## config.mk

```make
export PLATFORM = sky130hd
export DESIGN_NAME = id_token_stat
export DESIGN_NICKNAME = d
export VERILOG_FILES = /design/src/rtl/id_token_stat.sv
export SDC_FILE = /design/constraint.sdc
export NUM_CORES = 1
export LEC_CHECK = 0
export ABC_CLOCK_PERIOD_IN_PS = 2610
export BUFFER_PORTS_ARGS = -buffer_cell sky130_fd_sc_hd__buf_2
export CAP_MARGIN = 20
export CORE_ASPECT_RATIO = 0.9
export CORE_MARGIN = 4
export CORE_UTILIZATION = 52
export CTS_CLUSTER_SIZE = 28
export DETAILED_ROUTE_END_ITERATION = 10
export PLACE_DENSITY = 0.87
export SYNTH_ARGS = -nofsm -noshare
export SYNTH_HDL_FRONTEND = slang
export SYNTH_SLANG_ARGS = --single-unit
```

## constraint.sdc

```tcl
create_clock -name clk -period 2.61 [get_ports clk]
set_clock_uncertainty 0.15 [all_clocks]
set_input_delay 0.1305 -clock clk [delete_from_list [all_inputs] [get_ports clk]]
set_output_delay 0.1305 -clock clk [all_outputs]
set_load 0.02 [all_outputs]
```

## src/rtl/id_token_stat.sv

```systemverilog
// Token statistics for the identifier lexer: splits the char stream at TERM and
// reports length, count and longest length of every token the identifier FSM accepted.
//
// state | meaning
// ------+-------------------------------------------
// IDLE  | no bytes since the last TERM, run_len == 0
// SCAN  | one or more non-TERM bytes seen in this token
module id_token_stat #(
    parameter int          LEN_W = 6,
    parameter int          CNT_W = 8,
    parameter logic [7:0]  TERM  = 8'h00
) (
    input  logic             clk,
    input  logic             rst_n,
    input  logic [7:0]       char,
    input  logic             match,
    output logic             done,
    output logic [LEN_W-1:0] id_len,
    output logic [CNT_W-1:0] id_count,
    output logic [LEN_W-1:0] max_len,
    output logic             overflow
);

    typedef enum logic {IDLE, SCAN} state_t;

    localparam logic [LEN_W-1:0] LEN_MAX = '1;
    localparam logic [LEN_W-1:0] LEN_ONE = LEN_W'(1);
    localparam logic [CNT_W-1:0] CNT_MAX = '1;
    localparam logic [CNT_W-1:0] CNT_ONE = CNT_W'(1);

    state_t           state, state_nxt;
    logic [LEN_W-1:0] run_len, run_len_nxt;
    logic [LEN_W-1:0] id_len_nxt, max_len_nxt;
    logic [CNT_W-1:0] id_count_nxt;
    logic             done_nxt, overflow_nxt;

    always_ff @(posedge clk or negedge rst_n) begin
        if (!rst_n) begin
            state    <= IDLE;
            run_len  <= '0;
            done     <= 1'b0;
            id_len   <= '0;
            id_count <= '0;
            max_len  <= '0;
            overflow <= 1'b0;
        end else begin
            state    <= state_nxt;
            run_len  <= run_len_nxt;
            done     <= done_nxt;
            id_len   <= id_len_nxt;
            id_count <= id_count_nxt;
            max_len  <= max_len_nxt;
            overflow <= overflow_nxt;
        end
    end

    always_comb begin
        state_nxt    = state;
        run_len_nxt  = run_len;
        done_nxt     = 1'b0;
        id_len_nxt   = id_len;
        id_count_nxt = id_count;
        max_len_nxt  = max_len;
        overflow_nxt = overflow;

        if (char != TERM) begin
            state_nxt = SCAN;
            // a byte arriving with the counter already full is what flags overflow
            if (run_len == LEN_MAX)
                overflow_nxt = 1'b1;
            else
                run_len_nxt = run_len + LEN_ONE;
        end else begin
            state_nxt   = IDLE;
            run_len_nxt = '0;
            if (state == SCAN && match) begin
                done_nxt   = 1'b1;
                id_len_nxt = run_len;
                if (id_count != CNT_MAX)
                    id_count_nxt = id_count + CNT_ONE;
                if (run_len > max_len)
                    max_len_nxt = run_len;
            end
        end
    end

endmodule

```

==> flow_summary.yaml, run 1 <==
yosys:
  syn_avg_cell_area_um2: 12.09
  yosys_most_used_dff: "dfrtp_1"
  syn-num-nets: 138
  yosysSeqAreaShare_pct: 50.43
  synth_edf_count: 0
  synth_area_um2: 1439
  synth_top_cell_area_share_pct: 50.43
  yosys-top-cells-count: "dfrtp_1 (29), inv_1 (9), ha_1 (8)"
  yosys_warnings: 0
  ys_types: 30
  synth-seq-cells: 29
  synth_most_common_cell: "dfrtp_1"
  yosysTopAreaCell: "dfrtp_1"
  synthCells: 119
  ys_async_sr_fraction_pct: 100.0
  synthTopCellsByArea: "dfrtp_1 (50%), ha_1 (7.0%), mux2_4 (6.3%)"
sta:
  rsz0062_at_grt: "no"
  drv_slew: 0
  fmax_mhz: 493.3
  min_period_over_period_pct: 77.67
  tns_ns: 0
  layout_setup_ws_ns: 0.5827
  worstMarginPinSlew_ns: 0.6228
  setup_viol: 0
  period_needed_ns: 2.027
  hold_viol: 0
  max_slew_margin_pct: 58.48
critical_path:
  path_cells: "ha_1 -> nand4_1 -> or2_2 -> o311a_4 -> mux2_4"
  critPathMaxStageDelay_ns: 0.49
  crit_fanout: 9
  cp.required_ns: 2.67
  crit_path_start_kind: "flop"
  crit_start: "run_len[3]$_DFFE_PN0N_"
  worstPathArrival_ns: 2.09
  r2r-start: "run_len[3]$_DFFE_PN0N_"
  end_kind: "flop"
  rrSetupSlack_ns: 0.58
  slowest_stage: "dfrtp_1"
  worstSetupPathType: "reg -> reg"
clock_network:
  postCtsHoldBufs: 1
  htreeDepth: 2
  worstSkewPairLatency_ns: 0.32
  numCtsBuffers: 5
  cts.repair.resized: 0
  clkSinkCount: 29
  cts_tree: "built"
  post_cts.repair.setup_buffers: 0
  cts_root_buf: "clkbuf_4"
  clockBufferDepth: 2
  path_clk_slew_ns: 0.09
die:
  initial_core_util_pct: 56.37
  die_x_um: 63.45
  dieArea_um2: 3674
  core_area_um2: 2552
  io_pins: 33
  die_h_um: 57.91
  rows: 17
place:
  post-place-ws_ns: 0.5835
  dp_hpwl_um: 2024
  place_congestion: 0.7778
  portBuffers: 32
grt:
  use_met1_pct: 20.77
  grt_max_degree: 30
  grt_pass1_vias: 979
  grt_busiest_layer: "met2"
  overflow: 0
  groute.usage.overall_pct: 16.37
  grt_pass1_wl_um: 4595
  antenna_found_initial: 0
  use_met3_pct: 4.651
  use_met2_pct: 25.74
drt:
  wire_per_inst_um: 14.66
  vias: 1021
  drc: 0
  drtPass1Iterations: 4
  avgViaCountPerCell: 5.549
  routed_wl_um: 2698
  postRouteAntennaNets: 0
  drt_iter0_markers: 68
layout:
  nFillCells: 198
  final_nets: 175
  insertedDiodeCount: 0
  final_util_pct: 65.83
  syn2layout_area_growth_pct: 16.78
  drive_above_1_share_pct: 36.54
power_and_ir_drop:
  p_per_area_nw_per_um2: 728.0
  p_leak_uw: 0.0008708
  vdd_drop_max_mv: 0.5467
  p_total_uw: 1223
hold_path:
  min_from: "char[6]"
  hold_path_class: "in -> reg"
run_status:
  status: "finished clean"
flow_run:
  cap_violations: 0
per-layer routing:
metal  up-vias  share of wire [%]
li1        492                  -
met1       499                 44
met2        24                 50
met3         6                4.4
met4         0                1.8
met5         -                  0
placed cells by master, fill, tap and decap left out, types with 6 or more instances in the layout:
| cell type | n |
|---|---|
| nor3_1 | 6 |
| ha_1 | 8 |
| nand3_1 | 6 |
| dfrtp_1 | 29 |
| buf_2 | 32 |
| mux2_2 | 7 |
| nor2_1 | 7 |
| xor2_1 | 6 |
| inv_1 | 9 |
| mux2_4 | 6 |
area by class of cell:
cell class | instances | area [µm²] | area share [%]
Inverter | 9 | 33.78 | 2.010
Timing Repair Buffer | 33 | 170.2 | 10.13
Multi-Input combinational cell | 78 | 660.6 | 39.32
Sequential cell | 29 | 725.7 | 43.19
Tap cell | 28 | 35.03 | 2.085
Clock buffer | 7 | 55.05 | 3.276
critical path: cells and delay by family (launching register included):
family                   cells  cell delay [ns]
AND/OR/NAND/NOR              2             0.45
AO/OA/AOI/OAI                1             0.18
flip-flops                   1             0.49
multiplexers                 1             0.31
adder cells (fa/ha/maj)      1             0.35
worst paths after layout:
kind / depth (start not counted) / end
min in group asynchronous: 2 / id_len[1]$_DFFE_PN0P_
max reg2reg: 5 / max_len[0]$_DFFE_PN0P_
max: 5 / max_len[0]$_DFFE_PN0P_
max in group asynchronous: 2 / id_count[7]$_DFFE_PN0P_
min: 4 / id_count[0]$_DFFE_PN0P_
min reg2reg: 1 / overflow$_DFFE_PN0P_
metrics by stage:
stage,hold slack [ns],instance area [µm²],instances
floorplan,-0.3151,1439,119
global placement,0.02321,1615,176
detailed placement,0.02787,1615,176
CTS,0.1072,1680,184
global route,0.1373,1680,184
finish,0.1097,1680,184
sequential cells by signal, indices dropped and copies added (netlist names):
| signal | flops |
|---|---|
| id_count | 8 |
| id_len | 6 |
| max_len | 6 |
| run_len | 6 |
| done | 1 |
| overflow | 1 |
| state | 1 |
cells by family after synthesis:
group	share of synthesized area [%]
buffers and inverters	3.652
DFF	50.44
muxes	12.44
adders and majority gates	6.957
xor gates and xnor gates	4.870
and+or+nand+nor	15.74
AOI/OAI and AO/OA	5.913
report_power, final:
group,switching (µW),internal [µW],leakage (µW),total (µW)
Sequential,102,514,0.000374,616
Clock,143,127,0.0000314,270
Combinational,179,159,0.000465,337
No activity file was read; power rests on OpenSTA's default activity.
==> run 2, diff against run 1 <==
==> config.mk (replaced) <==
export PLATFORM = sky130hd
export DESIGN_NAME = id_token_stat
export DESIGN_NICKNAME = d
export VERILOG_FILES = /design/src/rtl/id_token_stat.sv
export SDC_FILE = /design/constraint.sdc
export NUM_CORES = 1
export LEC_CHECK = 0
export ABC_CLOCK_PERIOD_IN_PS = 1800
export BUFFER_PORTS_ARGS = -buffer_cell sky130_fd_sc_hd__buf_2
export CAP_MARGIN = 20
export CORE_ASPECT_RATIO = 0.9
export CORE_MARGIN = 4
export CORE_UTILIZATION = 47
export CTS_CLUSTER_SIZE = 28
export DETAILED_ROUTE_END_ITERATION = 10
export PLACE_DENSITY = 0.84
export SYNTH_ARGS = -nofsm -noshare
export SYNTH_HDL_FRONTEND = slang
export SYNTH_SLANG_ARGS = --single-unit
==> constraint.sdc (replaced) <==
create_clock -name clk -period 1.8 [get_ports clk]
set_clock_uncertainty 0.15 [all_clocks]
set_input_delay 0.09 -clock clk [delete_from_list [all_inputs] [get_ports clk]]
set_output_delay 0.09 -clock clk [all_outputs]
set_load 0.02 [all_outputs]
==> flow_summary.yaml, run 2 (synthesis gave the netlist of run 1 again) <==
run_status:
  status: "finished with violations"
  violations: "setup timing"
critical_path:
  critPathMaxStageDelay_ns: 0.43
  crit_path_start_kind: "flop"
  r2r-start: "max_len[2]$_DFFE_PN0P_"
  crit_fanout: 6
  end_kind: "flop"
  cp.required_ns: 1.85
  worstSetupPathType: "reg -> reg"
  r2r.worst_path.cells: 6
  slowest_stage: "o311a_4"
  worstPathArrival_ns: 1.95
  path_cells: "inv_2 -> ha_1 -> nand4_1 -> a21oi_1 -> o311a_4 -> mux2_4"
  crit_start: "max_len[2]$_DFFE_PN0P_"
  r2r_end: "max_len[1]$_DFFE_PN0P_"
  crit_path_end: "max_len[1]$_DFFE_PN0P_"
  rrSetupSlack_ns: -0.10
layout:
  final_util_pct: 67.06
  final_cell_mix: "buf_2 (32), dfrtp_1 (24), buf_4 (17)"
  top_register: "id_count"
  layout_commonest_cell: "buf_2"
  final_area_um2: 1903
  multi_input_area_um2: 704.4
  drive_above_1_share_pct: 50.57
  insertedDiodeCount: 0
  largest_register_ffs: 8
  nFillCells: 210
  area.sequential_um2: 732.0
  final_nets: 192
  syn2layout_area_growth_pct: 32.26
sta:
  fmax_mhz: 526.3
  setup_viol: 6
  hold_viol: 0
  layout_setup_ws_ns: -0.1000
  drv_slew: 0
  max_slew_margin_pct: 59.38
  worstMarginPinSlew_ns: 0.6092
  min_period_over_period_pct: 105.6
  period_needed_ns: 1.900
  rsz0062_at_grt: "yes"
clock_network:
  cts_root_buf: "clkbuf_4"
  numCtsBuffers: 5
  path_clk_slew_ns: 0.10
  cts_tree: "built"
  clkSinkCount: 29
  clockBufferDepth: 2
  worstSkewPairLatency_ns: 0.33
  htreeDepth: 2
drt:
  drt_iter0_markers: 38
  drc: 0
  vias: 1065
  avgViaCountPerCell: 4.977
  drtPass1Iterations: 4
  wire_per_inst_um: 14.23
  routed_wl_um: 3046
  postRouteAntennaNets: 0
grt:
  antenna_found_initial: 0
  overflow: 0
  groute.usage.overall_pct: 17.00
  grt_max_degree: 30
  grt_pass1_wl_um: 5009
  grt_pass1_vias: 1084
die:
  die_h_um: 60.49
  die_x_um: 66.33
  rows: 18
  core_area_um2: 2838
  dieArea_um2: 4012
  io_pins: 33
  initial_core_util_pct: 50.71
place:
  post-place-ws_ns: -0.1036
  place_congestion: 0.8135
  postPlaceCellArea_um2: 1769
  dp_hpwl_um: 2306
  portBuffers: 32
flow_run:
  cap_violations: 0
hold_path:
  min_from: "char[6]"
  hold_path_class: "in -> reg"
power_and_ir_drop:
  p_clk_share_pct: 25.4
  p_leak_uw: 0.0009676
  power.share.combinational_pct: 36.8
  seqPwrFrac_pct: 37.7
  vdd_drop_max_mv: 0.9656
  p_per_area_nw_per_um2: 1143
  internal_power_uw: 1473
  switching_power_uw: 701.9
  swShare_pct: 32.28
## run 2: changes by cell type in the layout (fill, tap and decap cells not counted)
| cell | previous run | this run |
|---|---|---|
| bufinv_16 | 0 | 1 |
| a21oi_1 | 2 | 1 |
| ha_4 | 0 | 3 |
| or2_2 | 1 | 0 |
| ha_1 | 8 | 5 |
| dfrtp_1 | 29 | 24 |
| dfrtp_2 | 0 | 5 |
| buf_4 | 0 | 17 |
| a21oi_2 | 0 | 1 |
| or2_4 | 0 | 1 |
| inv_1 | 9 | 5 |
| inv_2 | 0 | 4 |
## run 2: what timing repair did
| item | CTS | global route |
|---|---|---|
| buffers inserted | 0 | 1 |
| endpoints found under the hold margin | 29 | 0 |
| hold buffers | 1 | 0 |
| gates resized for setup | 4 | 3 |
| pin swaps | 1 | 3 |
| endpoints found under the setup margin | 6 | 6 |
## run 2: worst max-delay path: cells and delay by family, from the launching register on
kind	cells	cell delay, ns
AOI/OAI and AO/OA	2	0.49
DFF	1	0.39
muxes	1	0.32
adders and majority gates	1	0.28
and+or+nand+nor	1	0.10
buffers and inverters	1	0.04
## run 2: power by group through the flow
| stage | registers [µW] | clock network, µW | logic (µW) |
|---|---|---|---|
| 2_1_floorplan | 905 | 0 | 337 |
| 3_3_place_gp | 816 | 0 | 683 |
| 3_5_place_dp | 823 | 0 | 732 |
| 6_report | 821 | 553 | 801 |
| 5_1_grt | 834 | 599 | 895 |
| 4_1_cts | 816 | 563 | 780 |
## run 2: layout make-up
class	count	share of cell area, %
clock buffer	7	2.893
clock inverter	1	1.578
inverter	9	1.775
multi-input combinational	78	37.02
sequential	29	38.46
tap	40	2.630
timing repair buffer	50	15.65
## run 2: how the worst min path moves through the flow
| stage | cells past startpoint | endpoint |
|---|---|---|
| after floorplan | 0 | done$_DFF_PN0_ |
| after global placement | 1 | id_len[0]$_DFFE_PN0P_ |
| after detailed placement | 1 | id_len[1]$_DFFE_PN0P_ |
| after CTS | 4 | state$_DFF_PN0_ |
| after global routing | 4 | state$_DFF_PN0_ |
| final | 4 | state$_DFF_PN0_ |
## run 2: routing by layer
layer | GRT usage [%] | routed length (µm) | vias up
met4 | 7.826 | 49 | 0
met1 | 20.83 | 1319 | 513
li1 | - | - | 527
met5 | 0 | 0 | -
met2 | 28.85 | 1566 | 20
met3 | 3.889 | 111 | 5
## run 2: through the flow
step,hold WS (ns),cells,setup TNS [ns],total power [µW]
after floorplan,-0.3556,119,-0.5061,1242
after global placement,-0.01479,204,-0.3022,1499
after detailed placement,-0.002054,204,-0.5754,1555
after CTS,0.07638,213,-0.4626,2159
after global routing,0.1035,214,-0.7541,2328
final,0.07926,214,-0.4997,2175
